==> src/rtl/dmem_arbiter_if.sv <==
// dmem_arbiter_if
// Request/response bundle for one requester port of the data-memory arbiter.
// Each requester (core, DMA/debug) gets its own instance.
//
// Signals:
//   req     requester -> arbiter  transfer request, held until granted
//   we      requester -> arbiter  1 = write, 0 = read (valid with req)
//   addr    requester -> arbiter  byte address
//   wdata   requester -> arbiter  write data
//   byteen  requester -> arbiter  byte enables
//   gnt     arbiter -> requester  combinational grant; transfer issues when req && gnt
//   rvalid  arbiter -> requester  registered one-cycle read-data-valid pulse
//   rdata   arbiter -> requester  registered read data, held between reads
//
// Modports: master = requester side, slave = arbiter side.

interface dmem_arbiter_if #(
  parameter int WIDTH = 32
);

  logic             req;
  logic             we;
  logic [WIDTH-1:0] addr;
  logic [WIDTH-1:0] wdata;
  logic [3:0]       byteen;
  logic             gnt;
  logic             rvalid;
  logic [WIDTH-1:0] rdata;

  modport master (
    output req, we, addr, wdata, byteen,
    input  gnt, rvalid, rdata
  );

  modport slave (
    input  req, we, addr, wdata, byteen,
    output gnt, rvalid, rdata
  );

endinterface

==> src/rtl/dmem_arbiter.sv <==
// dmem_arbiter
// Two-port arbiter in front of a single data-memory bus. Port 0 is the core,
// port 1 is DMA/debug. Grants are combinational so a transfer issues in the
// same cycle it is requested; an owner may keep the bus for up to MAX_BURST
// consecutive transfers while the other port waits, then must hand over.
// Read data comes back one cycle after issue on the issuing port.
//
// Parameters:
//   WIDTH      data and address width
//   MAX_BURST  max consecutive transfers per owner under contention (1..15)
//
// Ports:
//   clk             sole clock, rising edge
//   rst_n           asynchronous active-low reset
//   p0, p1          requester ports (dmem_arbiter_if.slave)
//   mem_addr_in_o   bus address (0 when no grant)
//   mem_data_in_o   bus write data (0 when no grant)
//   mem_byteen_o    bus byte enables (0 when no grant)
//   mem_read_o      bus read strobe
//   mem_write_o     bus write strobe
//   mem_data_out_i  bus read data, valid combinationally in the issue cycle
//
// Build option:
//   DMEM_ARB_RR_EN  defined: simultaneous requests from IDLE are resolved round
//                   robin on the last granted port (port 0 first after reset).
//                   undefined: port 0 always wins the IDLE tie.

module dmem_arbiter #(
  parameter int WIDTH     = 32,
  parameter int MAX_BURST = 4
) (
  input  logic             clk,
  input  logic             rst_n,
  dmem_arbiter_if.slave    p0,
  dmem_arbiter_if.slave    p1,
  output logic [WIDTH-1:0] mem_addr_in_o,
  output logic [WIDTH-1:0] mem_data_in_o,
  output logic [3:0]       mem_byteen_o,
  output logic             mem_read_o,
  output logic             mem_write_o,
  input  logic [WIDTH-1:0] mem_data_out_i
);

  localparam logic [3:0] MAX_CNT = 4'(MAX_BURST);

  typedef enum logic [1:0] {
    IDLE = 2'd0,
    OWN0 = 2'd1,
    OWN1 = 2'd2
  } state_e;

  state_e           state_q, state_d;
  logic [3:0]       cnt_q, cnt_d;
  logic [3:0]       cnt_inc;
  logic             gnt0, gnt1;
  logic             tie_p0;
  logic             p0_rvalid_q, p1_rvalid_q;
  logic [WIDTH-1:0] p0_rdata_q, p1_rdata_q;

`ifdef DMEM_ARB_RR_EN
  logic lst_q, lst_d;

  // lst holds the last granted port, so a tie goes to the other one.
  assign tie_p0 = lst_q;
`else
  assign tie_p0 = 1'b1;
`endif

  // Saturating burst count for an owner that keeps the bus.
  assign cnt_inc = (cnt_q < MAX_CNT) ? cnt_q + 4'd1 : cnt_q;

  // Grant decision. The owner yields only once its burst is used up and the
  // other port is waiting, or when it stops requesting. Reset masks grants
  // immediately so nothing reaches the bus while rst_n is low.
  always_comb begin
    gnt0 = 1'b0;
    gnt1 = 1'b0;
    case (state_q)
      IDLE: begin
        if (p0.req && p1.req) begin
          gnt0 = tie_p0;
          gnt1 = !tie_p0;
        end else begin
          gnt0 = p0.req;
          gnt1 = p1.req;
        end
      end
      OWN0: begin
        if (p0.req && ((cnt_q < MAX_CNT) || !p1.req)) gnt0 = 1'b1;
        else                                          gnt1 = p1.req;
      end
      OWN1: begin
        if (p1.req && ((cnt_q < MAX_CNT) || !p0.req)) gnt1 = 1'b1;
        else                                          gnt0 = p0.req;
      end
      default: ;
    endcase
    if (!rst_n) begin
      gnt0 = 1'b0;
      gnt1 = 1'b0;
    end
  end

  // A cycle without any grant always drops back to IDLE; a grant to a new
  // owner restarts the burst at 1.
  always_comb begin
    state_d = IDLE;
    cnt_d   = 4'd0;
    if (gnt0) begin
      state_d = OWN0;
      cnt_d   = (state_q == OWN0) ? cnt_inc : 4'd1;
    end else if (gnt1) begin
      state_d = OWN1;
      cnt_d   = (state_q == OWN1) ? cnt_inc : 4'd1;
    end
  end

`ifdef DMEM_ARB_RR_EN
  always_comb begin
    lst_d = lst_q;
    if (gnt0) lst_d = 1'b0;
    if (gnt1) lst_d = 1'b1;
  end
`endif

  always_ff @(posedge clk or negedge rst_n) begin
    if (!rst_n) begin
      state_q     <= IDLE;
      cnt_q       <= 4'd0;
      p0_rvalid_q <= 1'b0;
      p1_rvalid_q <= 1'b0;
      p0_rdata_q  <= '0;
      p1_rdata_q  <= '0;
`ifdef DMEM_ARB_RR_EN
      lst_q       <= 1'b1;
`endif
    end else begin
      state_q     <= state_d;
      cnt_q       <= cnt_d;
      p0_rvalid_q <= gnt0 && !p0.we;
      p1_rvalid_q <= gnt1 && !p1.we;
      if (gnt0 && !p0.we) p0_rdata_q <= mem_data_out_i;
      if (gnt1 && !p1.we) p1_rdata_q <= mem_data_out_i;
`ifdef DMEM_ARB_RR_EN
      lst_q       <= lst_d;
`endif
    end
  end

  // Bus mux: the granted port drives the bus, otherwise everything is zero.
  always_comb begin
    mem_addr_in_o = '0;
    mem_data_in_o = '0;
    mem_byteen_o  = 4'd0;
    mem_read_o    = 1'b0;
    mem_write_o   = 1'b0;
    if (gnt0) begin
      mem_addr_in_o = p0.addr;
      mem_data_in_o = p0.wdata;
      mem_byteen_o  = p0.byteen;
      mem_read_o    = !p0.we;
      mem_write_o   = p0.we;
    end else if (gnt1) begin
      mem_addr_in_o = p1.addr;
      mem_data_in_o = p1.wdata;
      mem_byteen_o  = p1.byteen;
      mem_read_o    = !p1.we;
      mem_write_o   = p1.we;
    end
  end

  assign p0.gnt    = gnt0;
  assign p1.gnt    = gnt1;
  assign p0.rvalid = p0_rvalid_q;
  assign p1.rvalid = p1_rvalid_q;
  assign p0.rdata  = p0_rdata_q;
  assign p1.rdata  = p1_rdata_q;

endmodule
==> src/flat_wrapper.sv <==
// flat-port wrapper written by rule: the top's interface ports become plain ports
module dmem_arbiter_flat 
#(
  parameter int WIDTH     = 32,
  parameter int MAX_BURST = 4
)
  (clk, rst_n, mem_addr_in_o, mem_data_in_o, mem_byteen_o, mem_read_o, mem_write_o, mem_data_out_i, p0_req, p0_we, p0_addr, p0_wdata, p0_byteen, p0_gnt, p0_rvalid, p0_rdata, p1_req, p1_we, p1_addr, p1_wdata, p1_byteen, p1_gnt, p1_rvalid, p1_rdata);
  dmem_arbiter_if #(.WIDTH(WIDTH)) p0_i ();
  dmem_arbiter_if #(.WIDTH(WIDTH)) p1_i ();
  input  logic clk;
  input  logic rst_n;
  output logic [WIDTH-1:0] mem_addr_in_o;
  output logic [WIDTH-1:0] mem_data_in_o;
  output logic [3:0] mem_byteen_o;
  output logic mem_read_o;
  output logic mem_write_o;
  input  logic [WIDTH-1:0] mem_data_out_i;
  input wire logic [$bits(p0_i.req)-1:0] p0_req;
  input wire logic [$bits(p0_i.we)-1:0] p0_we;
  input wire logic [$bits(p0_i.addr)-1:0] p0_addr;
  input wire logic [$bits(p0_i.wdata)-1:0] p0_wdata;
  input wire logic [$bits(p0_i.byteen)-1:0] p0_byteen;
  output wire logic [$bits(p0_i.gnt)-1:0] p0_gnt;
  output wire logic [$bits(p0_i.rvalid)-1:0] p0_rvalid;
  output wire logic [$bits(p0_i.rdata)-1:0] p0_rdata;
  input wire logic [$bits(p1_i.req)-1:0] p1_req;
  input wire logic [$bits(p1_i.we)-1:0] p1_we;
  input wire logic [$bits(p1_i.addr)-1:0] p1_addr;
  input wire logic [$bits(p1_i.wdata)-1:0] p1_wdata;
  input wire logic [$bits(p1_i.byteen)-1:0] p1_byteen;
  output wire logic [$bits(p1_i.gnt)-1:0] p1_gnt;
  output wire logic [$bits(p1_i.rvalid)-1:0] p1_rvalid;
  output wire logic [$bits(p1_i.rdata)-1:0] p1_rdata;
  assign p0_i.req = p0_req;
  assign p0_i.we = p0_we;
  assign p0_i.addr = p0_addr;
  assign p0_i.wdata = p0_wdata;
  assign p0_i.byteen = p0_byteen;
  assign p0_gnt = p0_i.gnt;
  assign p0_rvalid = p0_i.rvalid;
  assign p0_rdata = p0_i.rdata;
  assign p1_i.req = p1_req;
  assign p1_i.we = p1_we;
  assign p1_i.addr = p1_addr;
  assign p1_i.wdata = p1_wdata;
  assign p1_i.byteen = p1_byteen;
  assign p1_gnt = p1_i.gnt;
  assign p1_rvalid = p1_i.rvalid;
  assign p1_rdata = p1_i.rdata;
  dmem_arbiter #(.WIDTH(WIDTH), .MAX_BURST(MAX_BURST)) u_core (.clk(clk), .rst_n(rst_n), .p0(p0_i), .p1(p1_i), .mem_addr_in_o(mem_addr_in_o), .mem_data_in_o(mem_data_in_o), .mem_byteen_o(mem_byteen_o), .mem_read_o(mem_read_o), .mem_write_o(mem_write_o), .mem_data_out_i(mem_data_out_i));
endmodule
==> config.mk <==
export PLATFORM = sky130hd
export DESIGN_NAME = dmem_arbiter_flat
export DESIGN_NICKNAME = d
export VERILOG_FILES = /design/src/rtl/dmem_arbiter_if.sv /design/src/rtl/dmem_arbiter.sv /design/src/flat_wrapper.sv
export SDC_FILE = /design/constraint.sdc
export NUM_CORES = 1
export LEC_CHECK = 0
export ABC_CLOCK_PERIOD_IN_PS = 2550
export BUFFER_PORTS_ARGS = -buffer_cell sky130_fd_sc_hd__buf_2
export CAP_MARGIN = 20
export CORE_AREA = 2 2 120 122
export CTS_CLUSTER_DIAMETER = 30
export DETAILED_ROUTE_END_ITERATION = 6
export DIE_AREA = 0 0 122 124
export PLACE_DENSITY_LB_ADDON = 0.08
export SLEW_MARGIN = 20
export SYNTH_ARGS = -nofsm -noshare
export SYNTH_HDL_FRONTEND = slang
export SYNTH_SLANG_ARGS = --single-unit
==> constraint.sdc <==
create_clock -name clk -period 2.55 [get_ports clk]
set_clock_uncertainty 0.05 [all_clocks]
set_input_delay 0.1275 -clock clk [delete_from_list [all_inputs] [get_ports clk]]
set_output_delay 0.1275 -clock clk [all_outputs]
set_load 0.1 [all_outputs]
==> results of run 1 <==
## layer usage
layer	vias up	share of wire [%]	wire length (um)
met5	-	0.10	16
met4	2	0.73	112
met3	10	12	1810
met2	176	50	7730
met1	1770	37	5720
li1	1680	-	-
## worst min-delay path by stage
stage / from / cells after the start / to
floorplan: rst_n / 0 / u_core.cnt_q[0]
global placement: mem_data_out_i[14] / 2 / u_core.p1.rdata[14]
detailed placement: mem_data_out_i[13] / 2 / u_core.p1.rdata[13]
CTS: p1_req / 2 / u_core.state_q[1]
global route: p1_req / 2 / u_core.state_q[1]
finish: rst_n / 2 / u_core.cnt_q[3]
## flip-flops by register name, indices dropped and copies added (netlist names)
register	count
u_core.p1.rvalid	1
u_core.cnt_q	4
u_core.p0.rvalid	1
u_core.state_q	2
u_core.p1.rdata	32
u_core.p0.rdata	32
## cell usage after synthesis (2+ instances only)
library cell	count	area, um^2
a21oi_1	3	15.0
a22o_1	69	604
buf_1	3	11.3
buf_2	3	15.0
buf_6	8	90.1
clkbuf_1	11	41.3
dfrtp_1	72	1800
inv_1	2	7.51
mux2_1	8	90.1
mux2_2	28	315
mux2_4	28	420
nand2_1	3	11.3
nor2_1	4	15.0
nor4b_1	2	17.5
o311a_1	2	20.0
## area by class of cell
cell class	instances	area (um^2)	share of cell area (%)
Antenna cell	3	7.51	0.106
Clock buffer	10	229	3.23
Sequential cell	72	1800	25.4
Multi-Input combinational cell	162	1650	23.3
Inverter	2	7.51	0.106
Timing Repair Buffer	349	3040	43.0
Clock inverter	6	115	1.63
Tap cell	180	225	3.18
## power by group
group | leakage, nW | internal [mW] | switching (mW)
Combinational | 2.42 | 0.853 | 2.71
Sequential | 0.870 | 1.38 | 0.118
Clock | 0.164 | 0.962 | 0.478
## worst register-to-register path: stages (launching register included)
cell      delay [ns]
dfrtp_1         0.44
or2_0           0.32
o2111a_2        0.30
nor2b_4         0.24
buf_12          0.28
mux2_2          0.40
## repair_timing
action,4_1_cts,5_1_grt
endpoints found under the hold margin,64,0
endpoints found under the setup margin,0,62
gates resized for setup,0,2
hold buffers,32,0
## stage by stage
step	instance area, um^2	utilization, %	total power, mW
finish	7080	51.6	6.50
floorplan	3620	-	4.17
detailed placement	6400	46.7	5.05
global placement	6400	46.7	5.04
global route	7080	51.6	6.74
CTS	7070	51.5	6.56
## kinds of logic (layout without fill, tap and decap cells)
| logic type | count (synthesis) | after routing | share of synthesized area (%) |
|---|---|---|---|
| and+or+nand+nor | 16 | 16 | 2.68 |
| adders and majority gates | 1 | 1 | 0.348 |
| DFF | 72 | 72 | 50.1 |
| other | 0 | 3 | 0 |
| xor gates and xnor gates | 1 | 1 | 0.244 |
| AOI/OAI and AO/OA | 80 | 80 | 19.1 |
| muxes | 64 | 64 | 23.0 |
| buffers and inverters | 27 | 367 | 4.59 |
==> reports/qor.txt, run 1 <==
Routed vias = 3638
Yosys reg bits = 72
Fmax = 418 MHz
Unrepaired setup endpoints after global routing = false
Drt pass-1 iters = 4
Area delta synth->final = 96.9%
Worst-margin pin slew = 0.923 ns
Most common cell after layout, fill and taps aside = buf_2
CP Capture Point = mem_addr_in_o[3]
Prevailing post-synth register cell = dfrtp_1
Final ANT Viol Nets = 0
GR peak layer = met2
Number of synthesized flops with an enable pin = 0
Cells after DPL = 733
GPL Wtd Cong = 0.898
CTS Root Buffer Type = clkbuf_16
Commonest non-fill, non-tap cells in the layout = 239 x buf_2, 75 x buf_12, 72 x dfrtp_1, 60 x a22o_1, 32 x dlygate4sd3_1
Depth of the CTS H-tree = 3
Total congestion overflow = 0
Final HPWL DP = 12300 um
Crit path buf inv count = 2
Crit-path cells = nor3b_1 > o311a_2 > buf_12 > a22o_1 > buf_12
Final net count = 771
1st-iter DRT viols = 113
Worst-path maximum fanout = 70
Status = finished with violations
Die H = 124 um
TritonCTS buffer count = 9
Hold WS = -0.0302 ns
GRT Total Usage = 20.2%
Synthesized cell area = 3600 um^2
Worst endpoint data arrival time = 2.21 ns
Max cap viols = 0
Per-cell routed wire length = 19.6 um
Yosys cell types = 30
CP Class = flop to output pin
Max VDD drop = 0.311 mV
Async set or reset register ratio after synthesis = 100%
Cell depth of the worst setup path = 5
Post-synthesis sequential area ratio = 50.1%
Vias per inst = 4.64
Fill count = 1224
CTS tree = yes
Max Slew Vio Count = 0
Met1 Track Usage GR = 22.2%
Crit-path slowest cell = dfrtp_1
Final WL = 15400 um
Reg-to-reg endpoint = u_core.p0.rdata[13]
PortBufs = 311
Initial cell density of the core = 26.2%
Origin of the critical flop-to-flop path = u_core.cnt_q[2]
Residual DRC count = 0
Fin Setup TNS = 0 ns
Max-slew headroom = 38.5%
FF-to-FF path depth = 5
Core region area = 13700 um^2
Post-CTS Setup Bufs = 0
Syn Nets = 436
Leak = 3.45 nW
Yosys warning count = 0
Setup ws final = 0.159 ns
Final Hold Viols = 10
Slowest cell delay on critical path = 0.44 ns
Critical Path Start Type = flop
Delay-heaviest family, CP = compound AO/OA/AOI/OAI gates
Met3 Use GR = 10.2%
Final setup fails = 0
Power Dens Cells = 917 nW/um^2
Post-Layout Cell Count = 784
Top-level I/O count = 312
Rows = 43
Layout cells sized above 1 = 66.7%
Clock Latency Late Sink = 0.33 ns
Met2 Usage GRT = 34.5%
Pre-CTS WS = 0.416 ns
Minimum clock period = 2.39 ns
Critical Path Sink Type = output pin
CP Launch Point = u_core.cnt_q[2]
Period utilisation layout = 93.8%
Die area = 15100 um^2
Worst hold path class = input pin to async pin
Die W = 122 um
CTS Sinks = 72
Failing checks = negative hold slack
Vias in the first global route = 3935
First-pass GRT wire length = 22400 um
Cells after synthesis = 261
Pin count of the biggest net entering global routing = 74
Clk buf depth = 2
Initial antenna violation count = 4
Clock transition at path regs = 0.06 ns
Average size of a mapped cell = 13.8 um^2
Cell mode on critical path = buf_12
Worst Path Required = 2.37 ns
Reg2reg setup slack = 0.40 ns
No activity file was read; power rests on OpenSTA's default activity.
==> run 2: changes to the inputs <==
--- a/config.mk
+++ b/config.mk
@@ -6,13 +6,14 @@
 export NUM_CORES = 1
 export LEC_CHECK = 0
 export ABC_CLOCK_PERIOD_IN_PS = 2550
-export BUFFER_PORTS_ARGS = -buffer_cell sky130_fd_sc_hd__buf_2
 export CAP_MARGIN = 20
 export CORE_AREA = 2 2 120 122
 export CTS_CLUSTER_DIAMETER = 30
 export DETAILED_ROUTE_END_ITERATION = 6
 export DIE_AREA = 0 0 122 124
+export DONT_BUFFER_PORTS = 1
 export PLACE_DENSITY_LB_ADDON = 0.08
+export RECOVER_POWER = 25
 export SLEW_MARGIN = 20
 export SYNTH_ARGS = -nofsm -noshare
 export SYNTH_HDL_FRONTEND = slang
==> run 2 against run 1 <==
Critical path depth up 2. The flow now finishes without violations. Largest power group is now registers. Clock power decreased by 8%. Non-clock buffer count shrank 232. Critical endpoint is now mem_read_o. Worst hold slack improved by 0.049 ns. Cell area shrank 16%. Combinational power down 59%.
==> reports/qor.txt, run 2 (synthesis results as in run 1) <==
Worst hold path startpoint = p0_we
CTS tree = yes
Status = finished, final reports clean
Final Hold Viols = 0
First-pass GRT wire length = 19300 um
Critical Path Sink Type = output pin
Worst-path maximum fanout = 34
Final setup fails = 0
Die H = 124 um
Pin count of the biggest net entering global routing = 74
Initial antenna violation count = 2
Per-cell routed wire length = 25.6 um
Top-level I/O count = 312
Metal2 WL = 6870 um
Period utilisation layout = 93.0%
Total congestion overflow = 0
Pre-CTS WS = 0.420 ns
DR WL met3 = 1910 um
Critical Path Start Type = flop
Worst-margin pin slew = 0.956 ns
CTS Root Buffer Type = clkbuf_16
Power Dens Cells = 1020 nW/um^2
Final ANT Viol Nets = 0
Vias in the first global route = 2969
Minimum clock period = 2.37 ns
1st-iter DRT viols = 210
Clk buf depth = 2
Fill count = 1258
Layout cells sized above 1 = 45.4%
Vias per inst = 5.12
Max cap viols = 0
Final HPWL DP = 11200 um
GPL Wtd Cong = 0.811
Residual DRC count = 0
Reg-to-reg endpoint = u_core.p1.rdata[25]
Worst hold path class = input pin to flop
FF-to-FF path depth = 6
Fin Setup TNS = 0 ns
Final WL = 14000 um
Post-CTS Setup Bufs = 0
Highest Signal Layer = met5
Max Slew Vio Count = 0
Clock transition at path regs = 0.06 ns
Worst Hold Path EP = u_core.p0.rvalid
Routed vias = 2809
Post-Layout Cell Count = 549
Worst endpoint data arrival time = 2.19 ns
Setup ws final = 0.178 ns
Wl on met1 = 5080 um
Power Total = 6.04 mW
GRT Total Usage = 17.8%
Unrepaired setup endpoints after global routing = false
Max-slew headroom = 36.3%
Clock Latency Late Sink = 0.32 ns
Fmax = 422 MHz
Origin of the critical flop-to-flop path = u_core.state_q[0]
Die W = 122 um
Most common cell after layout, fill and taps aside = buf_12
Max VDD drop = 0.338 mV
Rows = 43
Final net count = 539
Leak = 2.54 nW
Fin util = 43.3%
TritonCTS buffer count = 9
Die area = 15100 um^2
Reg2reg setup slack = 0.47 ns
Hold depth = 2
Drt pass-1 iters = 4
PortBufs = 0
Worst Path Required = 2.37 ns
Depth of the CTS H-tree = 3
CP Launch Point = u_core.state_q[0]
Area delta synth->final = 65.0%
Commonest non-fill, non-tap cells in the layout = 74 x buf_12, 72 x dfrtp_1, 60 x a22o_1, 34 x dlygate4sd3_1
Cells after DPL = 498
Initial cell density of the core = 26.2%
CP Class = flop to output pin
CTS Sinks = 72
Core region area = 13700 um^2
run 2: layer usage:
layer | GRT usage (%) | vias up
li1 | - | 1201
met1 | 19.8 | 1414
met2 | 29.2 | 181
met3 | 10.4 | 11
met4 | 4.53 | 2
met5 | 0 | -
run 2: critical path: stages, from the launching register on:
cell and delay, ns:
dfrtp_1 0.45, a21boi_1 0.24, buf_4 0.16, o311a_4 0.25
nor2b_4 0.18, buf_12 0.22, or2_1 0.18, buf_12 0.18
run 2: through the flow:
stage	instance area, um^2	hold slack, ns
after floorplan	3620	-0.218
after global placement	5240	-0.217
after detailed placement	5240	-0.217
after CTS	5930	0.00641
after global routing	5930	0.00910
final	5930	0.0188
run 2: power by group:
| part | leakage, nW | total [mW] | internal [mW] | switching, mW |
|---|---|---|---|---|
| Combinational | 1.51 | 1.45 | 0.625 | 0.828 |
| Clock | 0.155 | 1.33 | 0.877 | 0.457 |
| Sequential | 0.870 | 3.25 | 1.34 | 1.92 |
| Total | 2.54 | 6.04 | 2.84 | 3.20 |
run 2: repair_timing:
| item | in CTS | in global routing |
|---|---|---|
| setup endpoints to repair | 0 | 2 |
| hold buffers | 35 | 0 |
| gates resized for setup | 0 | 2 |
| hold endpoints to repair | 140 | 0 |
run 2: cell type report:
class / count / area (um^2) / share of cell area, %
clock buffer: 10 / 239 / 4.03
antenna: 1 / 2.50 / 0.0422
inverter: 2 / 7.51 / 0.127
timing repair buffer: 117 / 1910 / 32.2
tap: 180 / 225 / 3.80
multi-input combinational: 162 / 1670 / 28.1
sequential: 72 / 1800 / 30.4
clock inverter: 5 / 81.3 / 1.37
run 2: worst max-delay path by stage:
stage	end	slack (ns)	cells after the start
2_1_floorplan	mem_byteen_o[0]	0.10	5
3_3_place_gp	mem_read_o	0.44	7
3_5_place_dp	u_core.p0.rdata[14]	0.42	5
4_1_cts	mem_byteen_o[3]	0.07	6
5_1_grt	mem_read_o	0.08	6
6_report	mem_read_o	0.18	7
==> run 3: changes to the inputs <==
--- a/config.mk
+++ b/config.mk
@@ -5,7 +5,7 @@
 export SDC_FILE = /design/constraint.sdc
 export NUM_CORES = 1
 export LEC_CHECK = 0
-export ABC_CLOCK_PERIOD_IN_PS = 2550
+export ABC_CLOCK_PERIOD_IN_PS = 2900
 export CAP_MARGIN = 20
 export CORE_AREA = 2 2 120 122
 export CTS_CLUSTER_DIAMETER = 30
==> constraint.sdc (replaced) <==
create_clock -name clk -period 2.9 [get_ports clk]
set_clock_uncertainty 0.05 [all_clocks]
set_input_delay 0.145 -clock clk [delete_from_list [all_inputs] [get_ports clk]]
set_output_delay 0.145 -clock clk [all_outputs]
set_load 0.1 [all_outputs]
==> run 3 against run 2 <==
First-iteration DRC count is 22% lower. Critical endpoint is now mem_byteen_o[0]. Die area unchanged. Clock-buffer cell count rose by 2. Total power decreased by 15%.
==> reports/qor.txt, run 3 (synthesis results as in run 1) <==
Origin of the critical flop-to-flop path = u_core.state_q[0]
Fmax = 361 MHz
FF-to-FF path depth = 5
Clock Latency Late Sink = 0.32 ns
Crit path buf inv count = 2
GRT Total Usage = 16.5%
1st-iter DRT viols = 163
PortBufs = 0
Hold WS = 0.0447 ns
Worst Hold Path EP = u_core.state_q[1]
Dpl cell area = 4550 um^2
Area delta synth->final = 45.7%
Max VDD drop = 0.280 mV
Seq. cell area = 1800 um^2
Cells after DPL = 492
Critical Path Sink Type = output pin
Most common cell after layout, fill and taps aside = dfrtp_1
Final WL = 13300 um
Worst hold path startpoint = p0_req
Setup ws final = 0.129 ns
Vias per inst = 5.08
Slowest cell delay on critical path = 0.45 ns
Critical Path Start Type = flop
Worst Path Required = 2.71 ns
Final setup fails = 0
Fill count = 1303
Minimum clock period = 2.77 ns
Hold depth = 2
CTS tree = yes
Power Dens Cells = 978 nW/um^2
Clock transition at path regs = 0.06 ns
GPL Wtd Cong = 0.846
Unrepaired setup endpoints after global routing = false
Max cap viols = 0
Top-level I/O count = 312
Area occupied by multi-input gates = 1660 um^2
Final Hold Viols = 0
Drt pass-1 iters = 4
Worst-path maximum fanout = 57
Post-route cell area = 5240 um^2
Max-slew headroom = 37.1%
Total congestion overflow = 0
Die area = 15100 um^2
Max Slew Vio Count = 0
Post-Layout Cell Count = 545
Die H = 124 um
Depth of the CTS H-tree = 3
Residual DRC count = 0
First-pass GRT wire length = 18100 um
CTS Root Buffer Type = clkbuf_16
Initial cell density of the core = 26.2%
Period utilisation layout = 95.6%
Post-CTS sizing = 0
Worst hold path class = input pin to flop
Final ANT Viol Nets = 0
Final net count = 533
Rows = 43
Die W = 122 um
Final HPWL DP = 10000 um
Status = finished, final reports clean
Pin count of the biggest net entering global routing = 74
TritonCTS buffer count = 9
Vias in the first global route = 2783
Fin Setup TNS = 0 ns
CTS Sinks = 72
Crit-path cells = a21boi_0 > o2111a_4 > buf_12 > a22o_1 > buf_4
Clk buf depth = 2
CP Class = flop to output pin
Leak = 2.33 nW
Per-cell routed wire length = 24.4 um
Routed vias = 2768
Core region area = 13700 um^2
Initial antenna violation count = 1
Layout cells sized above 1 = 42.1%
Delay-heaviest family, CP = compound AO/OA/AOI/OAI gates
Reg-to-reg endpoint = u_core.p0.rdata[16]
Worst-margin pin slew = 0.944 ns
Pre-CTS WS = 0.514 ns
Worst endpoint data arrival time = 2.58 ns
Commonest non-fill, non-tap cells in the layout = 72 x dfrtp_1, 69 x a22o_1, 53 x buf_4, 34 x dlygate4sd3_1
Crit-path slowest cell = o2111a_4
Reg2reg setup slack = 0.56 ns
[run 3: layout make-up]
| type | instances | share of cell area [%] |
|---|---|---|
| repair buffers | 111 | 23.4 |
| multi-input cells | 162 | 31.6 |
| flip-flops and latches | 72 | 34.4 |
| diodes | 2 | 0.0955 |
| clock inverters | 4 | 0.979 |
| clock buffers | 12 | 5.09 |
| well taps | 180 | 4.30 |
| inverters | 2 | 0.143 |
[run 3: timing repair]
action | 4_1_cts | 5_1_grt
endpoints found under the hold margin | 138 | 0
setup buffers | 0 | 0
hold buffers | 35 | 0
[run 3: worst max path at each step]
stage	start	to	slack, ns	cells after the start
global route	u_core.state_q[0]	mem_byteen_o[0]	0.03	5
global placement	u_core.state_q[0]	mem_byteen_o[0]	0.56	5
finish	u_core.state_q[0]	mem_byteen_o[0]	0.13	5
detailed placement	u_core.state_q[0]	mem_byteen_o[0]	0.51	5
floorplan	u_core.state_q[0]	mem_byteen_o[0]	0.16	5
CTS	u_core.state_q[0]	mem_byteen_o[0]	0.15	5
[run 3: report_power, final]
group | total [mW] | switching (mW) | internal, mW
Sequential | 2.83 | 1.66 | 1.17
Combinational | 1.15 | 0.720 | 0.428
Clock | 1.15 | 0.410 | 0.736
Total | 5.13 | 2.79 | 2.34
[run 3: per-stage QoR]
step | utilization (%) | power, mW
finish | 38.2 | 5.13
global route | 38.2 | 5.28
CTS | 38.2 | 5.18
detailed placement | 33.2 | 3.94
global placement | 33.2 | 3.93
floorplan | - | 3.66
[run 3: metal layers]
metal  wire, um  share of wire, %  up-vias  track usage, %
met5          0                 0        -               0
met4        293               2.2        0            6.32
met3       1500                11       17            8.06
met2       6430                48      168            26.5
met1       5070                38     1385            19.1
li1           -                 -     1198               -
